File: src/rtl/modexp_ctrl.sv
`default_nettype none
// ============================================================================
// Module      : modexp_ctrl
// Description : Left-to-right square-and-multiply sequencer computing
//               result = m^e mod n by driving one external MonPro
//               (Montgomery product) core through a start/done handshake.
//               Optional build macro MODEXP_LZ_SKIP_EN: skip leading zero
//               exponent bits (one bit per cycle, no MonPro operation).
// Revision    : 1.0 - initial release
// ============================================================================
module modexp_ctrl #(
    parameter int DATA_WIDTH = 64,
    parameter int CNT_W      = 7
) (
    input  logic                  clk,
    input  logic                  reset,
    input  logic                  start,
    input  logic [DATA_WIDTH-1:0] m_in,
    input  logic [DATA_WIDTH-1:0] e_in,
    input  logic [DATA_WIDTH-1:0] n_in,
    input  logic [DATA_WIDTH-1:0] r2_in,
    output logic                  busy,
    output logic                  done,
    output logic [DATA_WIDTH-1:0] result,
    output logic                  mp_start,
    output logic [DATA_WIDTH-1:0] mp_a,
    output logic [DATA_WIDTH-1:0] mp_b,
    output logic [DATA_WIDTH-1:0] mp_n,
    input  logic                  mp_done,
    input  logic [DATA_WIDTH-1:0] mp_result
);

    localparam logic [DATA_WIDTH-1:0] C_ONE      = DATA_WIDTH'(1);
    localparam logic [CNT_W-1:0]      C_LAST_BIT = CNT_W'(DATA_WIDTH - 1);
    localparam logic [CNT_W-1:0]      C_CNT_ZERO = '0;
    localparam logic                  C_PH_ISSUE = 1'b0;
    localparam logic                  C_PH_WAIT  = 1'b1;

    typedef enum logic [2:0] {
        S_IDLE     = 3'd0,
        S_M2MONT   = 3'd1,
        S_X2MONT   = 3'd2,
        S_SQR      = 3'd3,
        S_MUL      = 3'd4,
        S_FROMMONT = 3'd5,
`ifdef MODEXP_LZ_SKIP_EN
        S_FIN      = 3'd6,
        S_SKIP     = 3'd7
`else
        S_FIN      = 3'd6
`endif
    } state_t;

    state_t                state_q,  state_d;
    logic                  phase_q,  phase_d;
    logic [DATA_WIDTH-1:0] e_q,      e_d;      // exponent, current bit at MSB
    logic [DATA_WIDTH-1:0] n_q,      n_d;
    logic [DATA_WIDTH-1:0] r2_q,     r2_d;
    logic [DATA_WIDTH-1:0] mbar_q,   mbar_d;
    logic [DATA_WIDTH-1:0] xbar_q,   xbar_d;
    logic [CNT_W-1:0]      cnt_q,    cnt_d;    // index of the bit at e_q MSB
    logic [DATA_WIDTH-1:0] result_q, result_d;
    logic [DATA_WIDTH-1:0] mp_a_q,   mp_a_d;
    logic [DATA_WIDTH-1:0] mp_b_q,   mp_b_d;

    logic w_op_state;
    logic w_op_done;

    // States that own a MonPro operation and therefore an ISSUE/WAIT phase.
    assign w_op_state = (state_q == S_M2MONT) || (state_q == S_X2MONT) ||
                        (state_q == S_SQR)    || (state_q == S_MUL)    ||
                        (state_q == S_FROMMONT);
    assign w_op_done  = w_op_state && (phase_q == C_PH_WAIT) && mp_done;

    assign busy     = (state_q != S_IDLE) && (state_q != S_FIN);
    assign done     = (state_q == S_FIN);
    assign mp_start = w_op_state && (phase_q == C_PH_ISSUE);
    assign mp_a     = mp_a_q;
    assign mp_b     = mp_b_q;
    assign mp_n     = n_q;
    assign result   = result_q;

    // State register and datapath registers, cleared asynchronously.
    always_ff @(posedge clk or negedge reset) begin
        if (!reset) begin
            state_q  <= S_IDLE;
            phase_q  <= C_PH_ISSUE;
            e_q      <= '0;
            n_q      <= '0;
            r2_q     <= '0;
            mbar_q   <= '0;
            xbar_q   <= '0;
            cnt_q    <= '0;
            result_q <= '0;
            mp_a_q   <= '0;
            mp_b_q   <= '0;
        end else begin
            state_q  <= state_d;
            phase_q  <= phase_d;
            e_q      <= e_d;
            n_q      <= n_d;
            r2_q     <= r2_d;
            mbar_q   <= mbar_d;
            xbar_q   <= xbar_d;
            cnt_q    <= cnt_d;
            result_q <= result_d;
            mp_a_q   <= mp_a_d;
            mp_b_q   <= mp_b_d;
        end
    end

    // Next-state logic; operands for the next operation are loaded on the
    // transition so they are already stable during its ISSUE cycle.
    always_comb begin
        state_d  = state_q;
        phase_d  = phase_q;
        e_d      = e_q;
        n_d      = n_q;
        r2_d     = r2_q;
        mbar_d   = mbar_q;
        xbar_d   = xbar_q;
        cnt_d    = cnt_q;
        result_d = result_q;
        mp_a_d   = mp_a_q;
        mp_b_d   = mp_b_q;

        if (w_op_state && (phase_q == C_PH_ISSUE)) begin
            phase_d = C_PH_WAIT;
        end

        case (state_q)
            S_IDLE: begin
                if (start) begin
                    state_d = S_M2MONT;
                    phase_d = C_PH_ISSUE;
                    e_d     = e_in;
                    n_d     = n_in;
                    r2_d    = r2_in;
                    mp_a_d  = m_in;
                    mp_b_d  = r2_in;
                end
            end
            S_M2MONT: begin
                if (w_op_done) begin
                    mbar_d  = mp_result;
                    state_d = S_X2MONT;
                    phase_d = C_PH_ISSUE;
                    mp_a_d  = C_ONE;
                    mp_b_d  = r2_q;
                end
            end
            S_X2MONT: begin
                if (w_op_done) begin
                    xbar_d  = mp_result;
                    cnt_d   = C_LAST_BIT;
                    phase_d = C_PH_ISSUE;
`ifdef MODEXP_LZ_SKIP_EN
                    state_d = S_SKIP;
`else
                    state_d = S_SQR;
                    mp_a_d  = mp_result;
                    mp_b_d  = mp_result;
`endif
                end
            end
`ifdef MODEXP_LZ_SKIP_EN
            S_SKIP: begin
                if (e_q[DATA_WIDTH-1]) begin
                    state_d = S_SQR;
                    mp_a_d  = xbar_q;
                    mp_b_d  = xbar_q;
                end else if (cnt_q == C_CNT_ZERO) begin
                    state_d = S_FROMMONT;
                    mp_a_d  = xbar_q;
                    mp_b_d  = C_ONE;
                end else begin
                    cnt_d = cnt_q - 1'b1;
                    e_d   = e_q << 1;
                end
            end
`endif
            S_SQR: begin
                if (w_op_done) begin
                    xbar_d  = mp_result;
                    phase_d = C_PH_ISSUE;
                    if (e_q[DATA_WIDTH-1]) begin
                        state_d = S_MUL;
                        mp_a_d  = mp_result;
                        mp_b_d  = mbar_q;
                    end else if (cnt_q == C_CNT_ZERO) begin
                        state_d = S_FROMMONT;
                        mp_a_d  = mp_result;
                        mp_b_d  = C_ONE;
                    end else begin
                        state_d = S_SQR;
                        cnt_d   = cnt_q - 1'b1;
                        e_d     = e_q << 1;
                        mp_a_d  = mp_result;
                        mp_b_d  = mp_result;
                    end
                end
            end
            S_MUL: begin
                if (w_op_done) begin
                    xbar_d  = mp_result;
                    phase_d = C_PH_ISSUE;
                    if (cnt_q == C_CNT_ZERO) begin
                        state_d = S_FROMMONT;
                        mp_a_d  = mp_result;
                        mp_b_d  = C_ONE;
                    end else begin
                        state_d = S_SQR;
                        cnt_d   = cnt_q - 1'b1;
                        e_d     = e_q << 1;
                        mp_a_d  = mp_result;
                        mp_b_d  = mp_result;
                    end
                end
            end
            S_FROMMONT: begin
                if (w_op_done) begin
                    result_d = mp_result;
                    state_d  = S_FIN;
                    phase_d  = C_PH_ISSUE;
                end
            end
            S_FIN: begin
                state_d = S_IDLE;
            end
            default: begin
                state_d = S_IDLE;
                phase_d = C_PH_ISSUE;
            end
        endcase
    end

endmodule
`default_nettype wire
File: config.mk
export PLATFORM = sky130hd
export DESIGN_NAME = modexp_ctrl
export DESIGN_NICKNAME = d
export VERILOG_FILES = /design/src/rtl/modexp_ctrl.sv
export SDC_FILE = /design/constraint.sdc
export NUM_CORES = 1
export LEC_CHECK = 0
export CAP_MARGIN = 10
export CORE_MARGIN = 4
export CORE_UTILIZATION = 35
export DETAILED_ROUTE_END_ITERATION = 12
export HOLD_SLACK_MARGIN = 0.06
export PLACE_DENSITY = 0.66
export SYNTH_ARGS = -nofsm -noshare
export SYNTH_HDL_FRONTEND = slang
export SYNTH_SLANG_ARGS = --single-unit
File: constraint.sdc
create_clock -name clk -period 2.3 [get_ports clk]
set_input_delay 0.23 -clock clk [delete_from_list [all_inputs] [get_ports clk]]
set_output_delay 0.23 -clock clk [all_outputs]
set_load 0.02 [all_outputs]
# Word-level counts from Yosys, hierarchy flattened
# Cells that the tools add are included.
# totals
reg_bits,459
inputBits,324
out_inout_bits,259
word_cells,93
# classes
n_addsub,1
eq_ne,17
mux,37
bitwise,1
n_reduce_logical,26
# op_table
operator,n
64-bit two-way mux,15
64-bit case mux with 3 select lines,2
64-bit case mux with 5 select lines,1
7-bit two-way mux,5
3-bit two-way mux,8
7-bit case mux with 3 select lines,1
"2-bit inequality test, second input constant",9
3-bit case mux with 6 select lines,1
6-bit AND reduction,2
3-bit nonzero test,4
5-bit AND reduction,2
"3-bit == test, second input constant",3
7-bit logical NOT,1
7-bit AND reduction,1
"7-bit by 1-bit subtractor with 7-bit output, second input constant",1
"3-bit by 2-bit == test with 1-bit output, second input constant",2
2-bit AND reduction,3
5-bit nonzero test,1
5-bit OR reduction,1
1-bit logical AND,4
1-bit logical OR,4
4-bit AND reduction,1
"3-bit by 1-bit == test with 1-bit output, second input constant",1
3-bit logical NOT,1
6 further kinds,8

# Depth between registers and ports, before layout
# Gate-level depths: netlist (run 1).
# logic_depth
word_depth,9
mapped_depth,8
ltp_nobuf,6

# Worst setup path after synthesis (run 1)
# No wires, ideal clock.
# synth_timing
path_type,register -> register
from,register cnt_q[0]
to,register e_q[42]
setup_time_ns,0.125
arrival_ns,2.057
t_required_ns,2.175
setup_slack_ns,0.118
path_stages_with_launch,8
path_buffers,1
synth_period_minus_slack_ns,2.182
path_cell_list,dfrtp_1 > inv_1 > ha_1 > nor4b_4 > a31oi_1 > o221ai_4 > buf_4 > mux2_2
# synth_between
elab_chain_len,3
word_cells_on_any_way,4
classes_between,2 x eq/ne; 2 x reduce/logical
# synth_rtl
element,line_no,rtl
"start, declared",61,"logic [CNT_W-1:0] cnt_q, cnt_d;"
"start signal, assigned",105,cnt_q <= cnt_d;
7-bit logical NOT *,"190, 207",
2-bit inequality test (no source line),n/a,
7-bit AND reduction (no source line) *,n/a,
"end signal, assigned",88,e_q <= '0;
"end signal, assigned",100,e_q <= e_d;
"end, declared",56,"logic [DATA_WIDTH-1:0] e_q, e_d;"
# Mark *: on every way between the ends. The rest lies on a longest branch, timed or not.
# A chain may end at the register's enable or synchronous reset.

# Final worst setup path (run 1)
# layout_timing
from,register state_q[0]
to,output mp_start
# layout_between
elab_chain_len,6
word_cells_on_any_way,10
classes_between,5 x eq/ne; 5 x reduce/logical
# layout_rtl
element,line_no,rtl
"start, declared",54,"state_t state_q, state_d;"
"start signal, assigned",98,state_q <= state_d;
3-bit by 1-bit == test with 1-bit output / 3-bit by 2-bit == test with 1-bit output (equally long branches),n/a,
1-bit logical OR (2 in series),70,assign w_op_state = (state_q == S_M2MONT) || (state_q == S_X2MONT) ||
1-bit logical OR,71,(state_q == S_SQR) || (state_q == S_MUL) ||
1-bit logical OR *,71,
1-bit logical AND *,77,assign mp_start = w_op_state && (phase_q == C_PH_ISSUE);
"end, declared",25,"output logic mp_start,"
# Marks and branches as above.

==> impl_metrics.toml, run 1 <==
[synthesis]
synth_enable_flop_cells = 0
synthTopCellsByCount = "dfrtp_1, mux2_2, o21ai_0, clkbuf_1, nor2_1"
synth_top_area_share_pct = 54.93
synth.most_common_cell = "dfrtp_1"
synthDistinctLibCells = 57
yosysTopAreaCell = "dfrtp_1"
syn-instance-count = 1693
syn_area_per_cell_um2 = 12.35
synth_nets = 2018
ys.flop_type = "dfrtp_1"
ys_seq_area_share_pct = 54.93
ys_warn_count = 0
synthTopCellsByArea = "dfrtp_1, mux2_2, o21ai_0"
ys_ff_latch = 459
syn_area_um2 = 20910
ys_async_sr_fraction_pct = 100.0

[run]
maxCapViolations = 0

[worst_setup_path]
path_class = "flop to output port"
reg2reg_slack_ps = 120
crit_fanout = 14
r2r_start = "cnt_q[1]"
worst_setup_path_start_kind = "flop"
critPathCapture = "mp_start"
critical_path.endpoint_type = "output port"
required_ps = 2070
rr_endpoint = "e_q[25]"
worstRegToRegCells = 9
arrival_ps = 1980
crit_path_start = "state_q[0]"

[placement]
portBuffers = 582
gp_congestion = 0.8326
dp_cells = 2953
hpwl_um = 48760
place_ws_ps = 64.11

[cts]
htreeDepth = 2
numCtsBuffers = 51
cts_tree = "done"
clk_latency_ps = 580
clock_sinks = 459
clk_pin_slew_worst_paths_ps = 60
clk_root_buffer_cell = "clkbuf_16"
cts_buffer_depth = 3

[power]
p_leak_nw = 12.06
p_seq_share_pct = 30.6
p_int_mw = 28.91
irDropWorstVdd_uv = 1032
power_switching_mw = 17.65
combPwrFrac_pct = 50.9
netSwitchingFraction_pct = 37.91
power_density_nw_per_um2 = 1555
total_power_mw = 46.55
p_clk_share_pct = 18.5

[global_route]
grt_max_degree = 128
grt_pass1_vias = 18180
grt.overflow.total = 0
grt_usage_pct = 22.22
antenna_found_initial = 10
grt_pass1_wl_um = 112100

[timing]
clock_skew_ps = 8.649
fmax_ghz = 0.4527
final-setup-viol-count = 0
finalCriticalPeriod_ps = 2209
slew_headroom_pct = 53.41
drv_slew = 0
worst_slew_pin_slew_ps = 698.8
final.setup.worst_slack_ps = 91.25
min_period_over_period_pct = 96.03
hold_violations = 0

[layout]
drive_above_1_share_pct = 22.13
layout.nets = 2565
syn2layout_area_growth_pct = 43.22
finalNonFillerCells = 3060

[run_status]
status = "completed"

[worst_hold_path]
hold_path_class = "primary input to asynchronous set/reset pin"

[die]
dieHeight_um = 252.4
rows = 89
io_pins = 583
die_x_um = 252.4
die_area_um2 = 63710
core-area_um2 = 59130
start_util_pct = 35.36

[drt]
vias = 17420
wl_per_cell_um = 24.13
routed_wl_um = 73840
drtIter0Drc = 1472
ant_nets = 0
drc = 0
viasPerCell = 5.692
dr.pass1.iters = 8
## stage by stage
step           util, %  hold WS [ps]  TNS (ps)  area [um2]
3_5_place_dp     47.48         286.4         0       28070
2_1_floorplan        -        -65.59         0       20910
3_3_place_gp     47.48         270.8         0       28070
5_1_grt          50.63         216.5    -177.9       29940
6_report         50.64         199.5         0       29950
4_1_cts          50.47         172.0         0       29840
## per-layer routing
layer	track usage, %	share of wire (%)	wire (um)	vias to the layer above
met5	0	0.095	70	-
met4	6.212	2.7	1967	10
met3	5.937	7.6	5620	131
met2	37.63	50	36630	748
met1	28.22	40	29550	8958
li1	-	-	-	7569
## area by class of cell
type	count	area, um2
clock inverter	19	257.7
multi-input combinational	1064	8815
sequential	459	11490
antenna	5	12.51
inverter	6	22.52
tap	773	967.2
timing repair buffer	658	6880
fill	5126	29190
clock buffer	76	1503
## layout by cell type, fill, tap and decap left out, types with 3 or more instances in the layout
cell	synthesis	final
a21o_1	4	4
a21oi_1	8	6
a221oi_1	3	3
a222oi_1	63	63
a22oi_1	64	64
a2bb2oi_1	64	64
a32o_1	62	62
buf_12	0	37
buf_4	6	35
bufinv_16	0	6
clkbuf_1	121	14
clkbuf_16	0	54
clkbuf_8	0	9
clkdlybuf4s50_1	0	578
clkinv_2	0	9
dfrtp_1	459	458
diode_2	0	5
inv_1	6	5
mux2_2	320	320
mux2i_1	5	5
nand2_1	15	12
nand2_2	0	3
nand2b_1	69	67
nand3_1	6	6
nor2_1	75	73
o21ai_0	195	195
o31a_1	3	3
o31ai_1	66	66
## registers in the layout (all words and copies together), names as in the netlist, 3 cells and up
| signal | count |
|---|---|
| mp_n | 64 |
| result | 64 |
| e_q | 64 |
| cnt_q | 7 |
| mp_b | 64 |
| state_q | 3 |
| mbar_q | 64 |
| r2_q | 64 |
| mp_a | 64 |
## critical path, stage by stage, from the launching register on
cell	delay, ps
dfrtp_2	440
buf_4	190
or3_4	400
and3b_1	190
buf_2	170
## kinds of logic (layout without fill, tap and decap cells)
family / count (synthesis) / after routing / synth area share (%)
AOI/OAI and AO/OA: 552 / 552 / 19.50
DFF: 459 / 459 / 54.93
muxes: 325 / 325 / 17.47
and+or+nand+nor: 186 / 186 / 4.650
buffers and inverters: 170 / 759 / 3.387
adders and majority gates: 1 / 1 / 0.05983
other: 0 / 5 / 0
## what timing repair did
action | in CTS | in global routing
hold buffers | 1 | 0
setup buffers | 0 | 4
hold endpoints to repair | 49 | 0
gates cloned | 0 | 2
pin swaps | 0 | 1
endpoints found under the setup margin | 3 | 89
gates resized for setup | 9 | 8
## worst min-delay path by stage
stage          cells after the start        to     from  slack [ps]
3_3_place_gp                       1  mp_n[29]    reset         270
4_1_cts                            3    e_q[0]  e_in[0]         170
5_1_grt                            3    e_q[0]  e_in[0]         220
6_report                           2   mp_n[9]    reset         200
3_5_place_dp                       1   mp_n[9]    reset         290
2_1_floorplan                      0  cnt_q[0]    reset         -70
## power by group through the flow
stage / Combinational, mW / Clock, mW / Sequential, mW
detailed placement: 23.5 / 0 / 14.3
global route: 25.3 / 9.14 / 14.7
CTS: 23.6 / 8.82 / 14.2
floorplan: 11.4 / 0 / 16.4
finish: 23.7 / 8.59 / 14.3
global placement: 23.0 / 0 / 14.1
No activity file was read; power rests on OpenSTA's default activity.
==> run 2: changes to the inputs <==
--- a/config.mk
+++ b/config.mk
@@ -9,8 +9,10 @@
 export CORE_MARGIN = 4
 export CORE_UTILIZATION = 35
 export DETAILED_ROUTE_END_ITERATION = 12
+export GPL_ROUTABILITY_DRIVEN = 0
 export HOLD_SLACK_MARGIN = 0.06
 export PLACE_DENSITY = 0.66
+export REMOVE_ABC_BUFFERS = 1
 export SYNTH_ARGS = -nofsm -noshare
 export SYNTH_HDL_FRONTEND = slang
 export SYNTH_SLANG_ARGS = --single-unit
==> run 2 against run 1 <==
Against the previous run:
- die area unchanged
- register-to-register slack got worse by 40 ps
- clock power fell by 2.7%
- sequential cell count is the same
- critical path depth up 5
- final area grew 0.18%
==> impl_metrics.toml, run 2 (same netlist as run 1, synthesis figures left out) <==
[drt]
dr.pass1.iters = 7
drc = 0
routed_wl_um = 73280
wl_per_cell_um = 23.84
vias = 17540
ant_nets = 0
drtIter0Drc = 1450
viasPerCell = 5.707

[layout]
syn2layout_area_growth_pct = 43.48
layout_common_cells = "clkdlybuf4s50_1, dfrtp_1, mux2_2"
final_core_utilization_pct = 50.74
layout.nets = 2578
finalNonFillerCells = 3074
drive_above_1_share_pct = 22.79
mostFrequentLayoutCell = "clkdlybuf4s50_1"

[worst_setup_path]
worst_setup_path_start_kind = "flop"
critical_path.endpoint_type = "flop"
path_buf_inv = 4
crit_fanout = 16
cpPeakStageDelay_ps = 390
path_class = "flop to flop"
arrival_ps = 2680
cpMaxStageDelayCell = "dfrtp_1"
path_cells = "inv_2, ha_4, nor4b_4, buf_4, a21oi_1, o221ai_4, buf_12, clkbuf_16, mux2_2"
path_delay_family = "buffers and inverters"
required_ps = 2760

[global_route]
grt_usage_pct = 22.09
grt.overflow.total = 0
antenna_found_initial = 9
grt_pass1_vias = 18310
grt_pass1_wl_um = 110800
grt_max_degree = 115

[timing]
drv_slew = 0
finalCriticalPeriod_ps = 2217
min_period_over_period_pct = 96.40
slew_headroom_pct = 52.51
rsz0062_at_grt = "no"
clock_skew_ps = 12.88
hold_violations = 0
fmax_ghz = 0.4510
worst_slew_pin_slew_ps = 712.4
final-setup-viol-count = 0

[die]
core-area_um2 = 59130
die_area_um2 = 63710
start_util_pct = 35.36
die_x_um = 252.4
io_pins = 583
dieHeight_um = 252.4
rows = 89

[power]
irDropWorstVdd_uv = 879.2
total_power_mw = 46.52
p_leak_nw = 12.12
power_density_nw_per_um2 = 1551

[cts]
cts_buffer_depth = 3
clk_pin_slew_worst_paths_ps = 60
clk_latency_ps = 580
clock_sinks = 459
htreeDepth = 2
cts_tree = "done"
numCtsBuffers = 51
clk_root_buffer_cell = "clkbuf_16"

[run_status]
status = "completed"

[run]
maxCapViolations = 0

[worst_hold_path]
hold_path_class = "primary input to flop"

[placement]
hpwl_um = 49380
portBuffers = 582
dp_cells = 2969
-- run 2: report_power, final --
group | total [mW] | internal [mW] | switching, mW
Clock | 8.36 | 5.00 | 3.36
Sequential | 14.3 | 12.1 | 2.16
Combinational | 23.9 | 11.7 | 12.2
Total | 46.5 | 28.8 | 17.7
-- run 2: metrics by stage --
step | setup TNS (ps) | hold slack [ps] | instance area [um2] | setup WS, ps
final | 0 | 245.8 | 30000 | 82.90
after global routing | 0 | 223.8 | 30000 | 2.079
after CTS | 0 | 203.6 | 29890 | 25.31
after detailed placement | 0 | 305.0 | 28140 | 65.67
after global placement | 0 | 295.1 | 28140 | 96.71
after floorplan | -1761560 | -65.59 | 20220 | -5234
-- run 2: worst min-delay path, cell delays in order --
cell and delay (ps):
clkdlybuf4s50_1 420, nand2_1 70, mux2i_1 60
-- run 2: final timing paths --
path                       slack [ps]         end        from  cells after the start
setup / recovery                   80     e_q[31]    cnt_q[0]                      9
hold / removal                    250      e_q[0]     e_in[0]                      3
setup reg to reg                   80     e_q[31]    cnt_q[0]                      9
hold reg to reg                   500  mbar_q[43]  mbar_q[43]                      1
max in group asynchronous        1220  mbar_q[13]       reset                      3
min in group asynchronous         280  result[26]       reset                      2
-- run 2: area by class of cell --
class | instances | area, um2
Timing Repair Buffer | 671 | 6958
Clock inverter | 18 | 177.7
Inverter | 6 | 22.52
Tap cell | 773 | 967.2
Clock buffer | 77 | 1556
Sequential cell | 459 | 11490
Antenna cell | 6 | 15.01
Fill cell | 5111 | 29130
Multi-Input combinational cell | 1064 | 8815
-- run 2: repair_timing --
action,CTS,global route
cloned,0,2
resized for setup,9,6
hold buffers,1,0
setup endpoints to repair,3,55
endpoints found under the hold margin,47,0
pin swaps,0,2
buffers inserted,0,1
-- run 2: metal layers --
| layer | vias up | GRT usage (%) | wire [um] |
|---|---|---|---|
| li1 | 7620 | - | - |
| met1 | 8936 | 27.08 | 28220 |
| met2 | 848 | 37.63 | 36220 |
| met3 | 136 | 6.534 | 6641 |
| met4 | 2 | 7.116 | 2180 |
| met5 | - | 0 | 15 |
==> edit (settings of run 2) <==
Set the parameter `CNT_W` to 14 (it was 7).
--- a/src/rtl/modexp_ctrl.sv
+++ b/src/rtl/modexp_ctrl.sv
@@ -10,7 +10,7 @@
 // ============================================================================
 module modexp_ctrl #(
     parameter int DATA_WIDTH = 64,
-    parameter int CNT_W      = 7
+    parameter int CNT_W      = 14
 ) (
     input  logic                  clk,
     input  logic                  reset,
Function: not settled (the Yosys comparison gave no result); the edit may change what the design does.
==> edit against run 2 <==
The run now ends with setup timing left; cell count up 2.7%; sequential share of layout area down 0.65 points; final area up 3.3%; area after synthesis down 4.4%; first-iteration DRC count down 21%; sequential cell count up 7; non-clock buffer count up 59; total power up 5.9%; combinational power up 9.6%; synthesized cell count up 0.71%; worst setup slack worse by 0.26 ns; routed wire length down 0.54%; critical endpoint is now mp_b[50]; fmax down 11%; largest power group unchanged; count of clock-buffer cells in the layout up 2.
==> edit: results <==
export IMPL_status="finished with violations"
export IMPL_violations="setup timing"
export IMPL_dp_cells=3004
export IMPL_setup_tns_ns=-15.56
export IMPL_reg2reg_depth=11
export IMPL_via_per_inst=5.423
export IMPL_final_setup_skew_ns=0.02047
export IMPL_synthCells=1705
export IMPL_track_usage=0.2237
export IMPL_cts_inserted_buffers=52
export IMPL_swShare=0.3946
export IMPL_clock_root_buffer="clkbuf_16"
export IMPL_drtPass1Iterations=5
export IMPL_via_count=17110
export IMPL_rr_endpoint="mp_b[50]"
export IMPL_synth_main_ff_cell="dfrtp_1"
export IMPL_hp_class="input pin to asynchronous set/reset pin"
export IMPL_fin_ws_ns=-0.1802
export IMPL_grt_max_degree=85
export IMPL_final_net_count=2675
export IMPL_synthTopCellsByArea="dfrtp_1 58%, mux2_2 14%, o21ai_0 3.9%"
export IMPL_irDropWorstVdd_mv=0.8802
export IMPL_leakage_nw=12.72
export IMPL_synth_async_reset_ratio=1.000
export IMPL_max_slew_margin_rel=0.2522
export IMPL_worstPathMaxFanout=6
export IMPL_setup_viol_count_final=135
export IMPL_clkLatencyLatePin_ns=0.60
export IMPL_grt_pass1_wl_um=106500
export IMPL_drive_gt1_frac=0.2853
export IMPL_htreeDepth=2
export IMPL_dpl_worst_slack_ns=-0.3209
export IMPL_wl_per_cell_um=23.09
export IMPL_antenna_found_initial=6
export IMPL_critPathArrivalTime_ns=2.94
export IMPL_synth_common_cells="466 x dfrtp_1, 257 x mux2_2, 157 x o21ai_0"
export IMPL_first_iter_violations=1152
export IMPL_seq_area_frac_synth=0.5834
export IMPL_dpl_cell_area_um2=27390
export IMPL_reg2reg_from="cnt_q[0]"
export IMPL_yosysUniqueCellTypes=56
export IMPL_dp_hpwl_um=47210
[edit: cell count changes after synthesis, sizes merged, moves of 17 or more]
cell and delta:
a32o -62, nor2 +68, a221oi +61, nand2 +125
a222oi -63, o31ai -63, a21oi +69, a221o +63
nand2b -65, buf -17, a2bb2oi -64, mux2 -63
[edit: through the flow]
step	hold WS (ns)	utilization
global placement	0.1454	0.4848
detailed placement	0.1488	0.4848
global route	0.1139	0.5482
floorplan	-0.06559	-
CTS	0.09552	0.5325
finish	0.1033	0.5483
[edit: cell families (layout without fill, tap and decap cells)]
kind of cell,after synthesis,count (layout),share of synthesized area
buffers and inverters,144,833,0.03143
XOR/XNOR,8,8,0.003506
AND/OR/NAND/NOR,331,331,0.06886
flip-flops,466,466,0.5834
AO/OA/AOI/OAI,495,495,0.1658
adder cells (fa/ha/maj),1,1,0.0006259
multiplexers,260,260,0.1463
other,0,6,0
[edit: worst max path at each step]
stage / startpoint / end / slack, ns / depth (start not counted)
after floorplan: state_q[2] / mp_n[0] / -8.46 / 3
after global placement: cnt_q[0] / cnt_q[2] / -0.28 / 8
after detailed placement: cnt_q[0] / mp_b[19] / -0.32 / 10
after CTS: cnt_q[0] / mp_b[25] / -0.21 / 11
after global routing: cnt_q[0] / e_q[0] / -0.26 / 9
final: cnt_q[0] / mp_b[50] / -0.18 / 11
[edit: what timing repair did]
action	in CTS	in global routing
hold endpoints to repair	343	0
setup endpoints to repair	146	148
pin swaps	46	87
buffers inserted	14	11
gates resized for setup	145	197
hold buffers	1	0
cloned	17	11
[edit: cell type report]
type | instances | area, um^2
diodes | 6 | 15.01
clock buffers | 79 | 1554
clock inverters | 19 | 209.0
fillers | 4596 | 25520
inverters | 5 | 18.77
multi-input cells | 1095 | 8652
flip-flops and latches | 466 | 11660
well taps | 756 | 945.9
repair buffers | 730 | 7920
[edit: power groups by stage]
stage	clock, mW	sequential (mW)	combinational (mW)
4_1_cts	8.72	14.4	24.6
2_1_floorplan	0	16.7	8.67
5_1_grt	9.05	15.0	27.9
6_report	8.51	14.6	26.2
3_3_place_gp	0	14.3	21.5
3_5_place_dp	0	14.5	22.0
[edit: routing by layer]
layer | vias up | share of wire | wire length (um) | global-route usage
li1 | 7578 | - | - | -
met1 | 8694 | 0.39 | 28180 | 0.2789
met2 | 703 | 0.50 | 36560 | 0.3761
met3 | 135 | 0.080 | 5850 | 0.05942
met4 | 4 | 0.031 | 2263 | 0.07859
met5 | - | 0.00030 | 22 | 0
[edit: worst max-delay path, cell delays in order (launching register included)]
cell and delay [ns]:
dfrtp_1 0.38, inv_1 0.06, ha_2 0.17, or4b_4 0.47, buf_6 0.14, o41ai_2 0.20
buf_4 0.18, o211ai_4 0.16, buf_12 0.20, buf_6 0.15, a21oi_1 0.14, o21ai_0 0.10
